## config.mk

```make
export PLATFORM = sky130hd
export DESIGN_NAME = demux_l2_flat
export DESIGN_NICKNAME = d
export VERILOG_FILES = /design/src/rtl/demux_l2_pkg.sv /design/src/rtl/demux_l2_if.sv /design/src/rtl/demux_slot_counter.sv /design/src/rtl/demux_l2.sv /design/src/flat_wrapper.sv
export SDC_FILE = /design/constraint.sdc
export NUM_CORES = 1
export LEC_CHECK = 0
export CORE_MARGIN = 8
export CORE_UTILIZATION = 60
export CTS_CLUSTER_SIZE = 25
export DETAILED_ROUTE_END_ITERATION = 6
export DONT_BUFFER_PORTS = 1
export HOLD_SLACK_MARGIN = 0.08
export PLACE_DENSITY = 0.8
export SYNTH_ARGS = -nofsm -noshare
export SYNTH_HDL_FRONTEND = slang
export SYNTH_SLANG_ARGS = --single-unit
```

## constraint.sdc

```tcl
create_clock -name clk_4f -period 2 [get_ports clk_4f]
set_clock_uncertainty 0.2 [all_clocks]
set_input_delay 0.3 -clock clk_4f [delete_from_list [all_inputs] [get_ports clk_4f]]
set_output_delay 0.3 -clock clk_4f [all_outputs]
set_load 0.01 [all_outputs]
```

## src/rtl/demux_l2_pkg.sv

```systemverilog
`default_nettype none
// ============================================================================
//  Module      : demux_l2_pkg
//  Description : Shared lane constants for the layer-2 lane mux/demux pair.
//  Revision    : 1.0 - initial release
// ============================================================================
package demux_l2_pkg;

    localparam int LANES          = 4;
    localparam int SLOT_W         = 2;
    localparam int DATA_WIDTH_DEF = 8;

    typedef logic [SLOT_W-1:0] slot_t;

    // Lane order on the wire; the mux serializes in this same order.
    localparam slot_t LANE0 = 2'd0;
    localparam slot_t LANE1 = 2'd1;
    localparam slot_t LANE2 = 2'd2;
    localparam slot_t LANE3 = 2'd3;

endpackage : demux_l2_pkg
`default_nettype wire

```

## src/rtl/demux_l2_if.sv

```systemverilog
`default_nettype none
// ============================================================================
//  Module      : demux_l2_if
//  Description : Serial byte input and committed 4-lane frame output bundle.
//  Revision    : 1.0 - initial release
// ============================================================================
interface demux_l2_if
    import demux_l2_pkg::*;
#(
    parameter int DATA_WIDTH = DATA_WIDTH_DEF
);

    logic [DATA_WIDTH-1:0] Entrada;
    logic                  validEntrada;
    logic [DATA_WIDTH-1:0] Salida0;
    logic [DATA_WIDTH-1:0] Salida1;
    logic [DATA_WIDTH-1:0] Salida2;
    logic [DATA_WIDTH-1:0] Salida3;
    logic                  validSalida0;
    logic                  validSalida1;
    logic                  validSalida2;
    logic                  validSalida3;
    logic                  frame_strobe;
    slot_t                 slot;

    modport master (
        output Entrada, validEntrada,
        input  Salida0, Salida1, Salida2, Salida3,
        input  validSalida0, validSalida1, validSalida2, validSalida3,
        input  frame_strobe, slot
    );

    modport slave (
        input  Entrada, validEntrada,
        output Salida0, Salida1, Salida2, Salida3,
        output validSalida0, validSalida1, validSalida2, validSalida3,
        output frame_strobe, slot
    );

endinterface : demux_l2_if
`default_nettype wire

```

## src/rtl/demux_slot_counter.sv

```systemverilog
`default_nettype none
// ============================================================================
//  Module      : demux_slot_counter
//  Description : Free-running 2-bit lane slot counter with last-slot flag.
//  Revision    : 1.0 - initial release
// ============================================================================
module demux_slot_counter
    import demux_l2_pkg::*;
(
    input  wire logic clk,
    input  wire logic rst,
    output slot_t     o_slot,
    output logic      o_last_slot
);

    slot_t r_slot;

    always_ff @(posedge clk) begin
        if (rst) begin
            r_slot <= LANE0;
        end else begin
            r_slot <= r_slot + 1'b1;
        end
    end

    assign o_slot      = r_slot;
    assign o_last_slot = (r_slot == LANE3);

endmodule : demux_slot_counter
`default_nettype wire

```

## src/rtl/demux_l2.sv

```systemverilog
`default_nettype none
// ============================================================================
//  Module      : demux_l2
//  Description : 1:4 byte demultiplexer; reassembles four serial slots into
//                one frame held stable for four clk_4f cycles.
//  Revision    : 1.0 - initial release
// ============================================================================
module demux_l2
    import demux_l2_pkg::*;
#(
    parameter int DATA_WIDTH = DATA_WIDTH_DEF
)(
    input  wire logic  clk_4f,
    input  wire logic  reset,
    demux_l2_if.slave  bus
);

    slot_t                 w_slot;
    logic                  w_last_slot;

    logic [DATA_WIDTH-1:0] r_salida0;
    logic [DATA_WIDTH-1:0] r_salida1;
    logic [DATA_WIDTH-1:0] r_salida2;
    logic [DATA_WIDTH-1:0] r_salida3;
    logic [LANES-1:0]      r_valid_out;
    logic                  r_frame_strobe;

    demux_slot_counter u_slot_counter (
        .clk         (clk_4f),
        .rst         (reset),
        .o_slot      (w_slot),
        .o_last_slot (w_last_slot)
    );

    // Lane 3 needs no shadow: it is taken straight from the input at commit,
    // and an invalid lane-3 slot simply leaves its output data untouched.
    for (genvar gi = 0; gi < LANES - 1; gi++) begin : g_shadow
        logic [DATA_WIDTH-1:0] r_data;
        logic                  r_valid;

        always_ff @(posedge clk_4f) begin
            if (reset) begin
                r_data  <= '0;
                r_valid <= 1'b0;
            end else if (w_slot == SLOT_W'(gi)) begin
                if (bus.validEntrada) begin
                    r_data <= bus.Entrada;
                end
                r_valid <= bus.validEntrada;
            end
        end
    end

    always_ff @(posedge clk_4f) begin
        if (reset) begin
            r_salida0      <= '0;
            r_salida1      <= '0;
            r_salida2      <= '0;
            r_salida3      <= '0;
            r_valid_out    <= '0;
            r_frame_strobe <= 1'b0;
        end else begin
            r_frame_strobe <= w_last_slot;
            if (w_last_slot) begin
                r_salida0          <= g_shadow[LANE0].r_data;
                r_salida1          <= g_shadow[LANE1].r_data;
                r_salida2          <= g_shadow[LANE2].r_data;
                r_valid_out[LANE0] <= g_shadow[LANE0].r_valid;
                r_valid_out[LANE1] <= g_shadow[LANE1].r_valid;
                r_valid_out[LANE2] <= g_shadow[LANE2].r_valid;
                r_valid_out[LANE3] <= bus.validEntrada;
                if (bus.validEntrada) begin
                    r_salida3 <= bus.Entrada;
                end
            end
        end
    end

    assign bus.Salida0      = r_salida0;
    assign bus.Salida1      = r_salida1;
    assign bus.Salida2      = r_salida2;
    assign bus.Salida3      = r_salida3;
    assign bus.validSalida0 = r_valid_out[LANE0];
    assign bus.validSalida1 = r_valid_out[LANE1];
    assign bus.validSalida2 = r_valid_out[LANE2];
    assign bus.validSalida3 = r_valid_out[LANE3];
    assign bus.frame_strobe = r_frame_strobe;
    assign bus.slot         = w_slot;

endmodule : demux_l2
`default_nettype wire

```

## src/flat_wrapper.sv

```systemverilog
// flat-port wrapper written by rule: the top's interface ports become plain ports
module demux_l2_flat import demux_l2_pkg::*;
#(
    parameter int DATA_WIDTH = DATA_WIDTH_DEF
)
  (clk_4f, reset, bus_Entrada, bus_validEntrada, bus_Salida0, bus_Salida1, bus_Salida2, bus_Salida3, bus_validSalida0, bus_validSalida1, bus_validSalida2, bus_validSalida3, bus_frame_strobe, bus_slot);
  demux_l2_if #(.DATA_WIDTH(DATA_WIDTH)) bus_i ();
  input  wire logic clk_4f;
  input  wire logic reset;
  input wire logic [$bits(bus_i.Entrada)-1:0] bus_Entrada;
  input wire logic [$bits(bus_i.validEntrada)-1:0] bus_validEntrada;
  output wire logic [$bits(bus_i.Salida0)-1:0] bus_Salida0;
  output wire logic [$bits(bus_i.Salida1)-1:0] bus_Salida1;
  output wire logic [$bits(bus_i.Salida2)-1:0] bus_Salida2;
  output wire logic [$bits(bus_i.Salida3)-1:0] bus_Salida3;
  output wire logic [$bits(bus_i.validSalida0)-1:0] bus_validSalida0;
  output wire logic [$bits(bus_i.validSalida1)-1:0] bus_validSalida1;
  output wire logic [$bits(bus_i.validSalida2)-1:0] bus_validSalida2;
  output wire logic [$bits(bus_i.validSalida3)-1:0] bus_validSalida3;
  output wire logic [$bits(bus_i.frame_strobe)-1:0] bus_frame_strobe;
  output wire logic [$bits(bus_i.slot)-1:0] bus_slot;
  assign bus_i.Entrada = bus_Entrada;
  assign bus_i.validEntrada = bus_validEntrada;
  assign bus_Salida0 = bus_i.Salida0;
  assign bus_Salida1 = bus_i.Salida1;
  assign bus_Salida2 = bus_i.Salida2;
  assign bus_Salida3 = bus_i.Salida3;
  assign bus_validSalida0 = bus_i.validSalida0;
  assign bus_validSalida1 = bus_i.validSalida1;
  assign bus_validSalida2 = bus_i.validSalida2;
  assign bus_validSalida3 = bus_i.validSalida3;
  assign bus_frame_strobe = bus_i.frame_strobe;
  assign bus_slot = bus_i.slot;
  demux_l2 #(.DATA_WIDTH(DATA_WIDTH)) u_core (.clk_4f(clk_4f), .reset(reset), .bus(bus_i));
endmodule
```

==> results_dict.tcl <==
set metrics [dict create \
    clkPwrFrac_pct 35.3 \
    pre_cts_ws_ns 0.373 \
    nFillCells 318 \
    cp.required_ns 2.01 \
    fmax_mhz 609 \
    internal_power_uw 1870 \
    crit_arrival_ns 1.65 \
    utilization_pct 68.8 \
    period_share_pct 82.2 \
    syn_area_um2 2540 \
    insertion_delay_ns 0.32 \
    vias 1543 \
    core_um2 4030 \
    yosys_warnings 0 \
    worstHoldPathType "in2reg" \
    setup_tns_ns 0 \
    die-area_um2 6570 \
    drc_errors 0 \
    dp_hpwl_mm 3.47 \
    slew_viol_final 0 \
    relSlewSlack_pct 78.1 \
    synth_edf_count 0 \
    fin_ws_ns 0.357 \
    path_cells "ha_2 > buf_4 > mux2i_1 > nor2_1" \
    swShare_pct 22.9 \
    totalWireLength_mm 5.22 \
    synthTopCellsByArea "dfxtp_1, mux2i_1, nand2b_1" \
    antenna_found_initial 0 \
    num_io_pins 50 \
    synth.most_common_cell "dfxtp_1" \
    gp_congestion 0.791 \
    drive_above_1_share_pct 7.47 \
    critPathKind "reg2reg" \
    cts.htree.levels 3 \
    worst_pin_slew_ns 0.328 \
    syn_inst 228 \
    rows 23 \
    synth_top_area_cell "dfxtp_1" \
    pwr-share-seq_pct 57.2 \
    ant_nets 0 \
    synth_top_area_share_pct 52.1 \
    max_cap_viol_count 0 \
    yosysSeqAreaShare_pct 52.1 \
    cts_num_sinks 66 \
    syn_nets 244 \
    switchingPower_uw 555 \
    drtIter0Drc 87 \
    synth-main-ff-cell "dfxtp_1" \
    multi_input_area_um2 1100 \
    drt_pass1_iterations 4 \
    setup_viol 0 \
    netlist_top_cells_count "dfxtp_1, mux2i_1, nand2b_1" \
    vdd_drop_max_uv 525 \
    cts_root_buf "clkbuf_8" \
    post_cts_resized 0 \
    syn_avg_cell_area_um2 11.1 \
    fin_crit_ns 1.64 \
    clock_path_buffers 2 \
    comb_power_share_pct 7.4 \
    hold_viol 0 \
    start_util_pct 63.0 \
    overflow 0 \
    rsz0062_at_grt "false" \
    cts_tree "done" \
    synth_cell_types 18 \
    setup.worst_path.start_class "flip-flop" \
    die_w_um 81.0 \
    p_per_area_nw_per_um2 876 \
    grt_max_degree 68 \
    power_uw 2430 \
    end_kind "flip-flop" \
    final_nets 255 \
    slowest_delay_ns 0.48 \
    clk_pin_slew_worst_paths_ns 0.06 \
    wire_per_inst_um 17.9 \
    viasPerCell 5.30 \
    diodes 0 \
    grt_pass1_wl_mm 8.28 \
    cts_buffers 9 \
    crit_slowest_cell "dfxtp_1" \
    grt_usage_pct 16.8 \
    synth.ff_latch_count 66 \
    syn_to_final_growth_pct 9.22 \
    portBuffers 0 \
    die_y_um 81.0 \
    leakage_uw 0.00114 \
    grt_pass1_vias 1648 \
    seqCellArea_um2 1320 \
    async_flop_share_pct 0 \
    placed_area_um2 2510 \
    status "finished clean" \
    cp_max_fo 15 \
    final_area_um2 2770 \
]
[placed cells by master, fill, tap and decap left out, drive strengths merged]
cell         netlist  routed
dlygate4sd3        0      10
dfxtp             66      66
nor2              28      28
buf               11       3
nand2b            44      44
clkinv             0       1
a21oi              4       4
inv                2       2
nor2b              2       2
nand2              4       4
and2               1       1
ha                 5       5
clkbuf             2      12
mux2i             59      59
[per-layer routing]
metal	GRT usage [%]	vias up	wire length, um
met5	0	-	0
met4	8.39	0	128
met3	8.83	9	548
met2	26.3	40	2430
met1	18.3	730	2110
li1	-	764	-
[state kept, by name, summed over array words and instances, names as in the netlist, 2 cells and up]
register                      flops
u_core.bus.Salida1                8
u_core.r_valid_out                4
u_core.bus.Salida2                8
u_core.bus.Salida0                8
u_core.bus.Salida3                8
u_core.u_slot_counter.o_slot      2
u_core.g_shadow.r_valid           3
u_core.g_shadow.r_data           24
[repair_timing]
| item | CTS | global route |
|---|---|---|
| endpoints found under the setup margin | 0 | 0 |
| endpoints found under the hold margin | 66 | 0 |
| setup buffers | 0 | 0 |
| hold buffers | 11 | 0 |
[cells by family (layout without fill, tap and decap cells)]
group	count (synthesis)	count (layout)	synth area share (%)
simple gates	79	79	16.9
flops	66	66	52.1
mux	59	59	23.3
buf+inv	15	28	4.49
fa+ha+maj	5	5	2.47
compound gates	4	4	0.789
[final timing paths]
| kind | slack, ns | to | cells past startpoint | start |
|---|---|---|---|---|
| hold / removal | 0.09 | u_core.g_shadow[0].r_data[0] | 2 | reset |
| setup / recovery | 0.36 | u_core.bus.Salida0[6] | 4 | u_core.u_slot_counter.o_slot[0] |
| setup reg to reg | 0.36 | u_core.bus.Salida0[6] | 4 | u_core.u_slot_counter.o_slot[0] |
| hold reg to reg | 0.27 | u_core.g_shadow[0].r_valid | 2 | u_core.g_shadow[0].r_valid |
[worst max-delay path: cells and delay by family, from the launching register on]
kind | cells | cell delay [ns]
flops | 1 | 0.48
fa+ha+maj | 1 | 0.24
mux | 1 | 0.27
simple gates | 1 | 0.06
buf+inv | 1 | 0.28
[metrics by stage]
step	instances	hold slack (ns)
after floorplan	228	0.246
after global placement	267	0.178
after detailed placement	267	0.181
after CTS	291	0.0832
after global routing	291	0.0961
final	291	0.0859
[power by group through the flow]
stage	clock, uW	combinational (uW)	sequential (uW)
after floorplan	0	146	1410
after global placement	0	136	1420
after detailed placement	0	142	1420
after CTS	876	181	1390
after global routing	938	196	1390
final	857	180	1390
[cell type report]
type,count,share of cell area [%]
inverter,2,0.271
sequential,66,47.7
tap,50,2.26
multi-input combinational,147,39.9
clock inverter,1,0.181
timing repair buffer,13,4.88
clock buffer,12,4.88
Power figures use the tool's default switching activity.
